==> src/rtl/mlaccel_memory_arbiter.sv <==
// mlaccel_memory_arbiter
//   Shares one single-port accelerator memory among NUM_REQ requesters.
//   Round-robin grant with a valid/ready handshake per requester, a registered
//   issue stage driving the memory port, and a tag pipeline that routes read
//   data back to the issuing requester in issue order.
//
//   Handshake: a requester raises req_valid and holds addr/wen/wdata stable
//   until req_ready; a transfer happens in any cycle where valid and ready are
//   both high. Responses are not back-pressurable: rsp_valid is a one-cycle
//   pulse exactly RD_LATENCY+1 cycles after the read was accepted.
//
//   Optional build macro: MLACCEL_MEMARB_PRIO_EN
//     defined   -> requester 0 has strict priority; the others round-robin
//                  among themselves (rr_ptr never points at 0 after a grant).
//     undefined -> every requester sits in one round-robin ring.
module mlaccel_memory_arbiter #(
  parameter int NUM_REQ    = 3,
  parameter int RD_LATENCY = 2
) (
  input  logic                  clock,
  input  logic                  reset,
  input  logic [NUM_REQ-1:0]    req_valid,
  output logic [NUM_REQ-1:0]    req_ready,
  input  logic [17*NUM_REQ-1:0] req_addr,
  input  logic [4*NUM_REQ-1:0]  req_wen,
  input  logic [32*NUM_REQ-1:0] req_wdata,
  output logic [NUM_REQ-1:0]    rsp_valid,
  output logic [31:0]           rsp_rdata,
  output logic [16:0]           mem_addr,
  output logic [3:0]            mem_wen,
  output logic [31:0]           mem_wdata,
  input  logic [31:0]           mem_rdata
);

  localparam int ID_W   = (NUM_REQ > 1) ? $clog2(NUM_REQ) : 1;
  localparam int STAGES = RD_LATENCY + 1;
  localparam logic [ID_W-1:0] LAST_ID = ID_W'(NUM_REQ - 1);

`ifdef MLACCEL_MEMARB_PRIO_EN
  localparam bit PRIO_EN = 1'b1;
`else
  localparam bit PRIO_EN = 1'b0;
`endif

  // Arbitration state and combinational grant results
  logic [ID_W-1:0]    r_rr_ptr;
  logic [ID_W-1:0]    w_rr_next;
  logic               w_found;
  logic               w_accept;
  logic [ID_W-1:0]    w_win_id;
  logic [NUM_REQ-1:0] w_grant;

  // Winner's request fields
  logic [16:0]        w_sel_addr;
  logic [3:0]         w_sel_wen;
  logic [31:0]        w_sel_wdata;

  // Issue stage registers
  logic [16:0]        r_mem_addr;
  logic [3:0]         r_mem_wen;
  logic [31:0]        r_mem_wdata;

  // Response tag pipeline: stage 0 lines up with the registered address
  logic [STAGES-1:0]            r_tag_v;
  logic [STAGES-1:0][ID_W-1:0]  r_tag_id;

  // Find the first valid requester scanning from rr_ptr (requester 0 first when prioritised)
  always_comb begin
    int              v_idx;
    logic [ID_W-1:0] v_id;
    w_found  = 1'b0;
    w_win_id = '0;
    v_idx    = 0;
    v_id     = '0;
    if (PRIO_EN && req_valid[0]) begin
      w_found = 1'b1;
    end
    for (int k = 0; k < NUM_REQ; k++) begin
      v_idx = int'(r_rr_ptr) + k;
      if (v_idx >= NUM_REQ) v_idx = v_idx - NUM_REQ;
      v_id = ID_W'(v_idx);
      if (!w_found && req_valid[v_id] && !(PRIO_EN && (v_id == '0))) begin
        w_found  = 1'b1;
        w_win_id = v_id;
      end
    end
  end

  // One-hot ready for the winner; nothing is granted while reset is high
  always_comb begin
    w_grant  = '0;
    w_accept = w_found && !reset;
    if (w_accept) w_grant[w_win_id] = 1'b1;
  end

  // Select the winner's address, byte enables and write data
  always_comb begin
    w_sel_addr  = '0;
    w_sel_wen   = '0;
    w_sel_wdata = '0;
    for (int i = 0; i < NUM_REQ; i++) begin
      if (w_win_id == ID_W'(i)) begin
        w_sel_addr  = req_addr[i*17 +: 17];
        w_sel_wen   = req_wen[i*4 +: 4];
        w_sel_wdata = req_wdata[i*32 +: 32];
      end
    end
  end

  // Next round-robin pointer: one past the winner; requester-0 priority grants leave it alone
  always_comb begin
    w_rr_next = r_rr_ptr;
    if (w_accept && !(PRIO_EN && (w_win_id == '0))) begin
      w_rr_next = (w_win_id == LAST_ID) ? '0 : w_win_id + ID_W'(1);
      if (PRIO_EN && (w_rr_next == '0)) w_rr_next = ID_W'(1);
    end
  end

  // Pointer update, issue-stage registers and tag pipeline shift
  always_ff @(posedge clock) begin
    if (reset) begin
      r_rr_ptr    <= '0;
      r_mem_addr  <= '0;
      r_mem_wen   <= '0;
      r_mem_wdata <= '0;
      r_tag_v     <= '0;
      r_tag_id    <= '0;
    end else begin
      r_rr_ptr <= w_rr_next;
      if (w_accept) begin
        r_mem_addr  <= w_sel_addr;
        r_mem_wen   <= w_sel_wen;
        r_mem_wdata <= w_sel_wdata;
      end else begin
        r_mem_wen   <= '0;
      end
      r_tag_v[0]  <= w_accept && (w_sel_wen == 4'h0);
      r_tag_id[0] <= w_win_id;
      for (int s = 1; s < STAGES; s++) begin
        r_tag_v[s]  <= r_tag_v[s-1];
        r_tag_id[s] <= r_tag_id[s-1];
      end
    end
  end

  // Route read data to the requester named by the last tag stage
  always_comb begin
    rsp_valid = '0;
    rsp_rdata = '0;
    if (!reset && r_tag_v[STAGES-1]) begin
      rsp_valid[r_tag_id[STAGES-1]] = 1'b1;
      rsp_rdata                     = mem_rdata;
    end
  end

  // Memory port shows reset values from the first reset cycle on
  assign req_ready = w_grant;
  assign mem_addr  = reset ? 17'h0 : r_mem_addr;
  assign mem_wen   = reset ? 4'h0  : r_mem_wen;
  assign mem_wdata = reset ? 32'h0 : r_mem_wdata;

endmodule

==> config.mk <==
export PLATFORM = sky130hd
export DESIGN_NAME = mlaccel_memory_arbiter
export DESIGN_NICKNAME = d
export VERILOG_FILES = /design/src/rtl/mlaccel_memory_arbiter.sv
export SDC_FILE = /design/constraint.sdc
export NUM_CORES = 1
export LEC_CHECK = 0
export CAP_MARGIN = 10
export CORE_AREA = 2 2 110 112
export CTS_CLUSTER_SIZE = 16
export DETAILED_ROUTE_END_ITERATION = 10
export DIE_AREA = 0 0 112 114
export GPL_ROUTABILITY_DRIVEN = 0
export PLACE_DENSITY = 0.78
export SYNTH_ARGS = -nofsm -noshare
export SYNTH_HDL_FRONTEND = slang
export SYNTH_SLANG_ARGS = --single-unit
==> constraint.sdc <==
create_clock -name clock -period 4 [get_ports clock]
set_clock_uncertainty 0.05 [all_clocks]
set_input_delay 0.8 -clock clock [delete_from_list [all_inputs] [get_ports clock]]
set_output_delay 0.8 -clock clock [all_outputs]
set_load 0.05 [all_outputs]
==> out/qor.csv <==
stage;metric;value;unit
status;status;finished, final reports clean;
global_route;met1 Use GR;24.6;%
global_route;grt peak-use layer;met2;
placement;area post-placement;7060;µm²
critical_path;CP Launch Type;primary input;
hold_path;Worst Hold Path EP;r_tag_id[5]$_SDFF_PP0_;
synth;Cells after Synth;448;
clock_network;depth of the CTS H-tree;3;
clock_network;CTS Sinks;64;
clock_network;Hold Buf Count CTS;0;
global_route;met3 Use GR;6.38;%
synth;Post-Synth Adder-Cell Area;1.33;%
drt;via count;4566;
critical_path;worst r2r path cells;9;
critical_path;CP Data Arrival Time;2.75;ns
timing;Final Cycle Share;90.0;%
drt;Post-Route WL;15200;µm
floorplanning;area of the die;12800;µm²
floorplanning;Top-Level Pins;287;
synth;Compound-Gate Fraction of Synth Area;29.4;%
synth;cell with the most instances after synthesis;dfxtp_1;
power;Max VDD drop;0.295;mV
hold_path;worst min-delay path category;reg2reg;
synth;area leader, netlist;dfxtp_1;
synth;ys flop type;dfxtp_1;
floorplanning;num rows;40;
synth;Synth cell types;39;
critical_path;Reg-to-Reg Start;r_rr_ptr[0]$_SDFFE_PP0P_;
floorplanning;Die Height;114;µm
clock_network;CTS tree;built;
clock_network;Skew-Pair Late Insertion Delay;0.31;ns
cells_and_area;final instance area;7380;µm²
placement;PortBufs;286;
global_route;initial antenna violation count;0;
synth;mux share of post-synthesis cell area;1.23;%
global_route;met2 usage;41.9;%
timing;Final Setup Violations;0;
synth;Synth top area share;34.1;%
timing;min cycle time layout;3.60;ns
synth;mean post-synth cell area;8.38;µm²
power;Power Density;587;nW/µm²
clock_network;Longest Clk Path Bufs;2;
clock_network;CTS clk-pin slew, worst paths;0.05;ns
timing;f_max;0.278;GHz
synth;Post-Syn Nets;648;
floorplanning;Chip Width;112;µm
floorplanning;Core Area;11700;µm²
synth;#FFs+latches synth;64;
synth;synthesized area;3750;µm²
drt;antenna-violating nets left;0;
timing;RSZ-0062 raised after global routing;false;
power;Pleak;2.86;nW
critical_path;CP Cell Sequence;clkdlybuf4s50_1 -> mux2_1 -> a221oi_2 -> nor2_2 -> and2_4 -> and2_1 -> buf_12;
critical_path;slowest CP cell;clkdlybuf4s50_1;
drt;DR iter-0 viols;425;
job;Max Cap Violations;0;
timing;setup_tns;0;ns
drt;Via-to-Cell Ratio;5.28;
clock_network;Root Buffer;clkbuf_16;
hold_path;Min-Delay Startpoint;r_tag_id[3]$_SDFF_PP0_;
global_route;GR Overflow Total;0;
timing;Slew Limit Fails;0;
cells_and_area;nets;913;
placement;post-detail-place hpwl;11500;µm
critical_path;CP endpoint kind;primary output;
global_route;GRT Util Overall;22.7;%
drt;routed len/inst;17.6;µm
synth;largest family of logic cells by synthesized area;compound AO/OA/AOI/OAI gates;
critical_path;CP max stage delay;0.48;ns
critical_path;crit-path max FO;41;
global_route;largest net degree at the start of global routing;66;
timing;pin slew with the least headroom to its limit;0.766;ns
cells_and_area;share of cells above drive strength 1;10.0;%
synth;synth top area cells;dfxtp_1, a222oi_1, nor2b_1;
synth;YS warnings;0;
clock_network;Post-CTS Setup Bufs;0;
clock_network;Num CTS Buffers;9;
cells_and_area;n_diodes;0;
power;Design Power;0.00433;W
synth;ys async rst share;0;%
timing;max_slew headroom;48.9;%
floorplanning;Starting Density;32.0;%
hold_path;hold depth;1;
synth;sequential area share after synthesis;34.1;%
synth;Synth top cells by count;dfxtp_1, nor2b_1, and2_1;
timing;Hold Fails Final Rpt;0;
drt;DRC;0;
critical_path;internal reg-to-reg setup slack;0.71;ns
synth;number of flops mapped to enable cells by yosys;0;
clock_network;Post-CTS Resized;0;
synth;simple-gate portion of the synthesized area;26.6;%
global_route;vias in the first global route;4443;
critical_path;Crit Path Class;in2out;
drt;First-pass DRT Iterations;7;
critical_path;WP data required;3.15;ns
cells_and_area;Area Growth Syn to Fin;96.8;%
synth;Synth Area in XOR/XNOR;0;%
critical_path;FF-to-FF End;r_mem_wdata[11]$_SDFFE_PP0P_;
global_route;global-route wire length before repair;23100;µm
==> cell families after synthesis <==
family,Yosys count
compound gates,136
simple gates,175
fa+ha+maj,4
mux,4
buf+inv,65
flops,64
==> flip-flops by register name, summed over array words and instances, names as in the netlist <==
| signal | cells |
|---|---|
| r_tag_v | 3 |
| r_tag_id | 6 |
| r_mem_wdata | 32 |
| r_rr_ptr | 2 |
| r_mem_addr | 17 |
| r_mem_wen | 4 |
==> routing by layer <==
layer | vias up | routed length (µm)
li1 | 2172 | -
met1 | 2121 | 5670
met2 | 245 | 7890
met3 | 28 | 1270
met4 | 0 | 371
met5 | - | 0
==> worst max-delay path by stage <==
stage	from	endpoint
2_1_floorplan	req_valid[1]	req_ready[2]
6_report	req_valid[1]	req_ready[0]
4_1_cts	req_valid[1]	req_ready[0]
3_3_place_gp	req_valid[1]	r_mem_addr[15]$_SDFFE_PP0P_
3_5_place_dp	req_valid[1]	r_mem_wdata[5]$_SDFFE_PP0P_
5_1_grt	req_valid[1]	req_ready[0]
==> placed cells by master (no fill, tap or decap), types with 2 or more instances in the layout <==
cell,instances
clkdlybuf4s50_1,250
dfxtp_1,64
nor2b_1,47
and2_1,41
nor2_1,40
a222oi_1,37
buf_12,36
a211oi_1,30
a21oi_1,23
inv_1,20
nand2b_1,20
o21bai_1,19
o32ai_1,14
buf_4,12
nor3b_1,9
clkbuf_16,9
nand2_1,5
ha_1,4
clkbuf_8,4
nor3_1,2
mux2i_1,2
nand3b_1,2
o211ai_1,2
a21o_1,2
or2_2,2
a22o_1,2
a221oi_1,2
==> metrics by stage <==
| stage | hold slack [ns] | util [%] | instances | setup WS (ns) |
|---|---|---|---|---|
| finish | 0.393 | 63.0 | 865 | 0.402 |
| CTS | 0.396 | 63.0 | 865 | 0.437 |
| global route | 0.405 | 63.0 | 865 | 0.318 |
| floorplan | 0.364 | - | 448 | 0.613 |
| detailed placement | 0.382 | 60.3 | 849 | 0.314 |
| global placement | 0.374 | 60.3 | 849 | 0.466 |
==> worst max-delay path, delay by kind of cell <==
kind	cells	cell delay, ns
buf+inv	2	0.63
simple gates	3	0.63
compound gates	1	0.33
mux	1	0.34
==> area by class of cell <==
cell class / count / area, µm²
sequential: 64 / 1280
timing repair buffer: 299 / 3320
inverter: 20 / 75.1
fill: 984 / 4330
clock buffer: 14 / 284
multi-input combinational: 319 / 2210
tap: 147 / 184
clock inverter: 2 / 35.0
==> where the power goes <==
part	switching (W)	internal, W	total [W]
combinational	0.00150	0.00103	0.00253
sequential	0.0000972	0.000899	0.000996
clock	0.000259	0.000549	0.000808
total	0.00185	0.00248	0.00433
No activity file was read; power rests on OpenSTA's default activity.
